[config.mk]
export PLATFORM = sky130hd
export DESIGN_NAME = rapcla_exact_corrector
export DESIGN_NICKNAME = d
export VERILOG_FILES = /design/src/rtl/rapcla_pkg.sv /design/src/rtl/rapcla_win_carry.sv /design/src/rtl/rapcla_exact_corrector.sv
export SDC_FILE = /design/constraint.sdc
export NUM_CORES = 1
export LEC_CHECK = 0
export CAP_MARGIN = 20
export CORE_MARGIN = 2
export CORE_UTILIZATION = 58
export CTS_CLUSTER_SIZE = 20
export DETAILED_ROUTE_END_ITERATION = 10
export GPL_TIMING_DRIVEN = 0
export HOLD_SLACK_MARGIN = 0.03
export PLACE_DENSITY_LB_ADDON = 0.05
export SLEW_MARGIN = 20
export SYNTH_ARGS = -nofsm -noshare
export SYNTH_HDL_FRONTEND = slang
export SYNTH_HIERARCHICAL = 1
export SYNTH_SLANG_ARGS = --single-unit
[constraint.sdc]
create_clock -name clk -period 9 [get_ports clk]
set_input_delay 1.35 -clock clk [delete_from_list [all_inputs] [get_ports clk]]
set_output_delay 1.35 -clock clk [all_outputs]
set_load 0.05 [all_outputs]
[src/rtl/rapcla_pkg.sv]
// Shared types and elaboration-time helpers for the rapcla carry-correction unit.
// Latency: n/a (package only).
// Backpressure: n/a (package only).
package rapcla_pkg;

    typedef enum logic [1:0] {
        IDLE = 2'd0,
        ITER = 2'd1,
        DONE = 2'd2
    } state_e;

    // Ceiling log2, for sizing counters from constants.
    function automatic int clog2(input int v);
        int r;
        r = 0;
        for (int k = 0; k < 32; k++) begin
            if ((1 << r) < v) r++;
        end
        return r;
    endfunction

    // Worst-case number of window hops needed to carry from bit W into bit N-1:
    // ceil((n-w-1)/(w+1)).
    function automatic int iter_max(input int n, input int w);
        return (n - w - 1 + w) / (w + 1);
    endfunction

endpackage

[src/rtl/rapcla_win_carry.sv]
// Combinational windowed-carry generator: approximate carries, window propagate, carry->sum map.
// Latency: 0 cycles (pure combinational).
// Backpressure: none; outputs follow inputs.
//   a_i, b_i   [N-1:0] operands
//   c_i        [N-1:0] carry vector to be mapped to a sum
//   appc_o     [N-1:0] carry out of bit i seen from bits max(0,i-W)..i only
//   pp_o       [N-1:0] window propagate &p[i:i-W] (zero for i<=W)
//   sum_appc_o [N:0]   sum built from appc_o
//   sum_c_o    [N:0]   sum built from c_i
module rapcla_win_carry #(
    parameter int N = 32,
    parameter int W = 8
) (
    input  logic [N-1:0] a_i,
    input  logic [N-1:0] b_i,
    input  logic [N-1:0] c_i,
    output logic [N-1:0] appc_o,
    output logic [N-1:0] pp_o,
    output logic [N:0]   sum_appc_o,
    output logic [N:0]   sum_c_o
);

    logic [N-1:0] p;
    logic [N-1:0] g;

    assign p = a_i ^ b_i;
    assign g = a_i & b_i;

    // Ripple a carry through the window [max(0,i-W) .. i] with zero carry-in.
    function automatic logic win_carry(input logic [N-1:0] pv, input logic [N-1:0] gv, input int i);
        logic c;
        c = 1'b0;
        for (int j = 0; j < N; j++) begin
            if (j <= i && j >= i - W) c = gv[j] | (pv[j] & c);
        end
        return c;
    endfunction

    // s[0]=p[0], s[i]=p[i]^c[i-1], s[N]=c[N-1].
    function automatic logic [N:0] carry_to_sum(input logic [N-1:0] pv, input logic [N-1:0] cv);
        return {cv[N-1], pv ^ {cv[N-2:0], 1'b0}};
    endfunction

    for (genvar i = 0; i < N; i++) begin : g_bit
        assign appc_o[i] = win_carry(p, g, i);
        if (i > W) begin : g_prop
            assign pp_o[i] = &p[i -: W + 1];
        end else begin : g_noprop
            assign pp_o[i] = 1'b0;
        end
    end

    assign sum_appc_o = carry_to_sum(p, appc_o);
    assign sum_c_o    = carry_to_sum(p, c_i);

endmodule

[src/rtl/rapcla_exact_corrector.sv]
// Iterative carry corrector: approximate windowed sum in one cycle, then one window hop per cycle to exact.
// Latency: accept to out_valid = 2 + changing hops (2..2+ITER_MAX cycles); one op in flight.
// Backpressure: in_ready only in IDLE; result held in DONE until out_ready.
//   clk, rst (async, active-high); in_valid/in_ready/a/b operand side;
//   out_valid/out_ready/sum/sum_approx/err/iter result side.
module rapcla_exact_corrector
    import rapcla_pkg::*;
#(
    parameter int N   = 32,
    parameter int W   = 8,
    parameter int ITW = clog2((N + W) / (W + 1) + 1)
) (
    input  logic           clk,
    input  logic           rst,
    input  logic           in_valid,
    output logic           in_ready,
    input  logic [N-1:0]   a,
    input  logic [N-1:0]   b,
    output logic           out_valid,
    input  logic           out_ready,
    output logic [N:0]     sum,
    output logic [N:0]     sum_approx,
    output logic           err,
    output logic [ITW-1:0] iter
);

    localparam logic [ITW-1:0] ITER_MAX = ITW'(iter_max(N, W));

    state_e         state_q, state_d;
    logic [N-1:0]   a_q, a_d, b_q, b_d, c_q, c_d;
    logic [N:0]     sum_q, sum_d, sum_approx_q, sum_approx_d;
    logic           err_q, err_d;
    logic [ITW-1:0] iter_q, iter_d;

    logic [N-1:0]   op_a, op_b, appc, pp, c_nxt;
    logic [N:0]     s_appc, s_c;

    // The single carry generator sees the live operands while idle (to load the
    // approximation) and the registered ones while iterating, so appc also
    // serves as the stored approximate carry vector for the error compare.
    assign op_a = (state_q == IDLE) ? a : a_q;
    assign op_b = (state_q == IDLE) ? b : b_q;

    rapcla_win_carry #(
        .N (N),
        .W (W)
    ) u_win_carry (
        .a_i        (op_a),
        .b_i        (op_b),
        .c_i        (c_q),
        .appc_o     (appc),
        .pp_o       (pp),
        .sum_appc_o (s_appc),
        .sum_c_o    (s_c)
    );

    // One hop: a carry W+1 bits below crosses a fully propagating window.
    assign c_nxt = appc | (pp & (c_q << (W + 1)));

    always_comb begin
        state_d      = state_q;
        a_d          = a_q;
        b_d          = b_q;
        c_d          = c_q;
        sum_d        = sum_q;
        sum_approx_d = sum_approx_q;
        err_d        = err_q;
        iter_d       = iter_q;
        case (state_q)
            IDLE: begin
                if (in_valid) begin
                    a_d          = a;
                    b_d          = b;
                    c_d          = appc;
                    sum_approx_d = s_appc;
                    iter_d       = '0;
                    state_d      = ITER;
                end
            end
            ITER: begin
                if (c_nxt == c_q || iter_q == ITER_MAX) begin
                    sum_d   = s_c;
                    err_d   = (c_q != appc);
                    state_d = DONE;
                end else begin
                    c_d    = c_nxt;
                    iter_d = iter_q + ITW'(1);
                end
            end
            DONE: begin
                if (out_ready) state_d = IDLE;
            end
            default: state_d = IDLE;
        endcase
    end

    always_ff @(posedge clk or posedge rst) begin
        if (rst) begin
            state_q      <= IDLE;
            a_q          <= '0;
            b_q          <= '0;
            c_q          <= '0;
            sum_q        <= '0;
            sum_approx_q <= '0;
            err_q        <= 1'b0;
            iter_q       <= '0;
        end else begin
            state_q      <= state_d;
            a_q          <= a_d;
            b_q          <= b_d;
            c_q          <= c_d;
            sum_q        <= sum_d;
            sum_approx_q <= sum_approx_d;
            err_q        <= err_d;
            iter_q       <= iter_d;
        end
    end

    assign in_ready   = (state_q == IDLE);
    assign out_valid  = (state_q == DONE);
    assign sum        = sum_q;
    assign sum_approx = sum_approx_q;
    assign err        = err_q;
    assign iter       = iter_q;

endmodule

==> results by group <==
Run status
  – Status: complete, no violations

GRT
  – Largest net degree at the start of global routing: 90
  – Gr usage total: 37.2%
  – Total global routing overflow: 0
  – Vias in the first global route: 12,460
  – Initial antenna violation count: 0
  – First-pass GRT wire length: 68,600 µm

Floorplanning
  – IO Pins: 140
  – Core area: 21,700 µm²
  – Die H: 152 µm
  – Starting Density: 58.8%
  – Die ar.: 23,200 µm²
  – Row count: 54
  – Die Wd: 152 µm

Clock tree
  – CTS Buffer Depth: 2
  – Clk Latency, worst-skew pair: 0.45 ns
  – Post-CTS Hold Buffers: 0
  – CTS tree: built
  – Setup bufs post-CTS: 0
  – H-tree depth: 4
  – TritonCTS buffer count: 17
  – Clock Sinks: 168
  – Clk slew on worst S/H paths: 0.07 ns
  – PostCTS Resize Cnt: 0
  – CTS Root Cell: clkbuf_16

Drt
  – Vias per cell: 6.50
  – Vias: 12,928
  – Antenna-violating nets left: 0
  – First-iteration detailed-routing DRC count: 1,518
  – DR DRC count: 0
  – 1st-pass router iterations: 7
  – Drt total wl: 43,700 µm
  – Mean routed wirelength per cell: 22.0 µm

STA
  – Final worst slack: 0.588 ns
  – Setup TNS: 0 ns
  – Max-slew headroom: 47.6%
  – RSZ-0062 raised after global routing: no
  – Clock Skew: 0.0152 ns
  – Setup Viol. Count Final: 0
  – Final worst path period share: 93.5%
  – Final Hold Viols: 0
  – Max Freq: 119 MHz
  – Final min period: 8.41 ns
  – Least-Margin Pin Slew: 0.786 ns
  – Max Slew Vio Count: 0

Cells and area
  – Reg area: 4200 µm²
  – Fraction of layout cells with a size suffix above 1: 9.43%
  – Util after Layout: 69.8%
  – # diodes: 0
  – Area Overhead vs Synth: 18.7%
  – Highest-count cells in the layout ignoring fill and taps: nand2_1, dfrtp_1, clkdlybuf4s50_1
  – Nets: 1,805
  – Multi-input gate area: 7790 µm²
  – Fill count: 1,780
  – Commonest non-fill, non-tap cell in the layout: nand2_1

Yosys
  – Net Count, Synth: 1,646
  – Syn avg cell area: 8.30 µm²
  – Mapped cell area: 12,700 µm²
  – Syn Inst Count: 1,536
  – Total number of yosys warnings: 6

Setup path
  – Top delay family on crit path: adder cells
  – Worst Path Arrival: 8.73 ns
  – Critical path fanouts, max: 10
  – Max incr delay on CP: 0.54 ns
  – CP most frequent cell: fa_1
  – Crit path capture type: register
  – Slowest stage cell on the critical path: fa_1
  – Worst setup SP type: register
  – Buffers and inverters on the worst path: 9
  – WS Path Type: reg2reg
  – Req. time, crit path: 9.32 ns

Hold path
  – Hold crit path type: reg2reg

Placement
  – PortBufs: 139
  – Dpl ws: 0.526 ns
  – Placer Congestion: 0.956
  – DP HPWL: 32,700 µm

Flow run
  – Max Cap Violations: 0
state kept, by name (all words and copies together) (netlist names):
name and cells:
a_q 32, err 1, c_q 32, sum_approx 33
state_q 2, iter 3, b_q 32, sum 33
final timing paths:
| kind | from | endpoint | slack, ns | depth (start not counted) |
|---|---|---|---|---|
| max reg2reg | state_q[0] | c_q[0] | 0.59 | 26 |
| max | state_q[0] | c_q[0] | 0.59 | 26 |
| min reg2reg | sum_approx[0] | sum_approx[0] | 0.47 | 2 |
| max in group asynchronous | rst | c_q[27] | 6.75 | 3 |
| min in group asynchronous | rst | a_q[3] | 1.35 | 2 |
| min | sum_approx[0] | sum_approx[0] | 0.47 | 2 |
worst min-delay path, delay by kind of cell (launching register included):
kind          cells  cell delay [ns]
flops             1             0.34
simple gates      2             0.10
per-layer routing:
layer	GRT usage, %	vias to the layer above	share of wire [%]
li1	-	5826	-
met1	49.9	6191	41
met2	60.3	763	46
met3	6.00	148	8.3
met4	15.6	0	4.5
met5	0	-	0
layout make-up:
type                       instances  share of cell area, %
tap                              280                   2.32
clock inverter                    15                   1.19
inverter                          43                   1.12
timing repair buffer             140                   9.38
buffer                           127                   3.91
multi-input combinational       1198                   51.5
sequential                       168                   27.8
clock buffer                      17                   2.81
stage by stage:
step	instance area, µm²	hold WS, ns	instances
6_report	15100	0.473	1988
4_1_cts	15100	0.479	1988
5_1_grt	15100	0.488	1988
3_5_place_dp	14500	0.462	1956
2_1_floorplan	12700	0.442	1536
3_3_place_gp	14500	0.454	1955
Power is left out: the tool's default activity adds up to more than one toggle a clock period on the data nets, which glitch-free logic cannot reach.
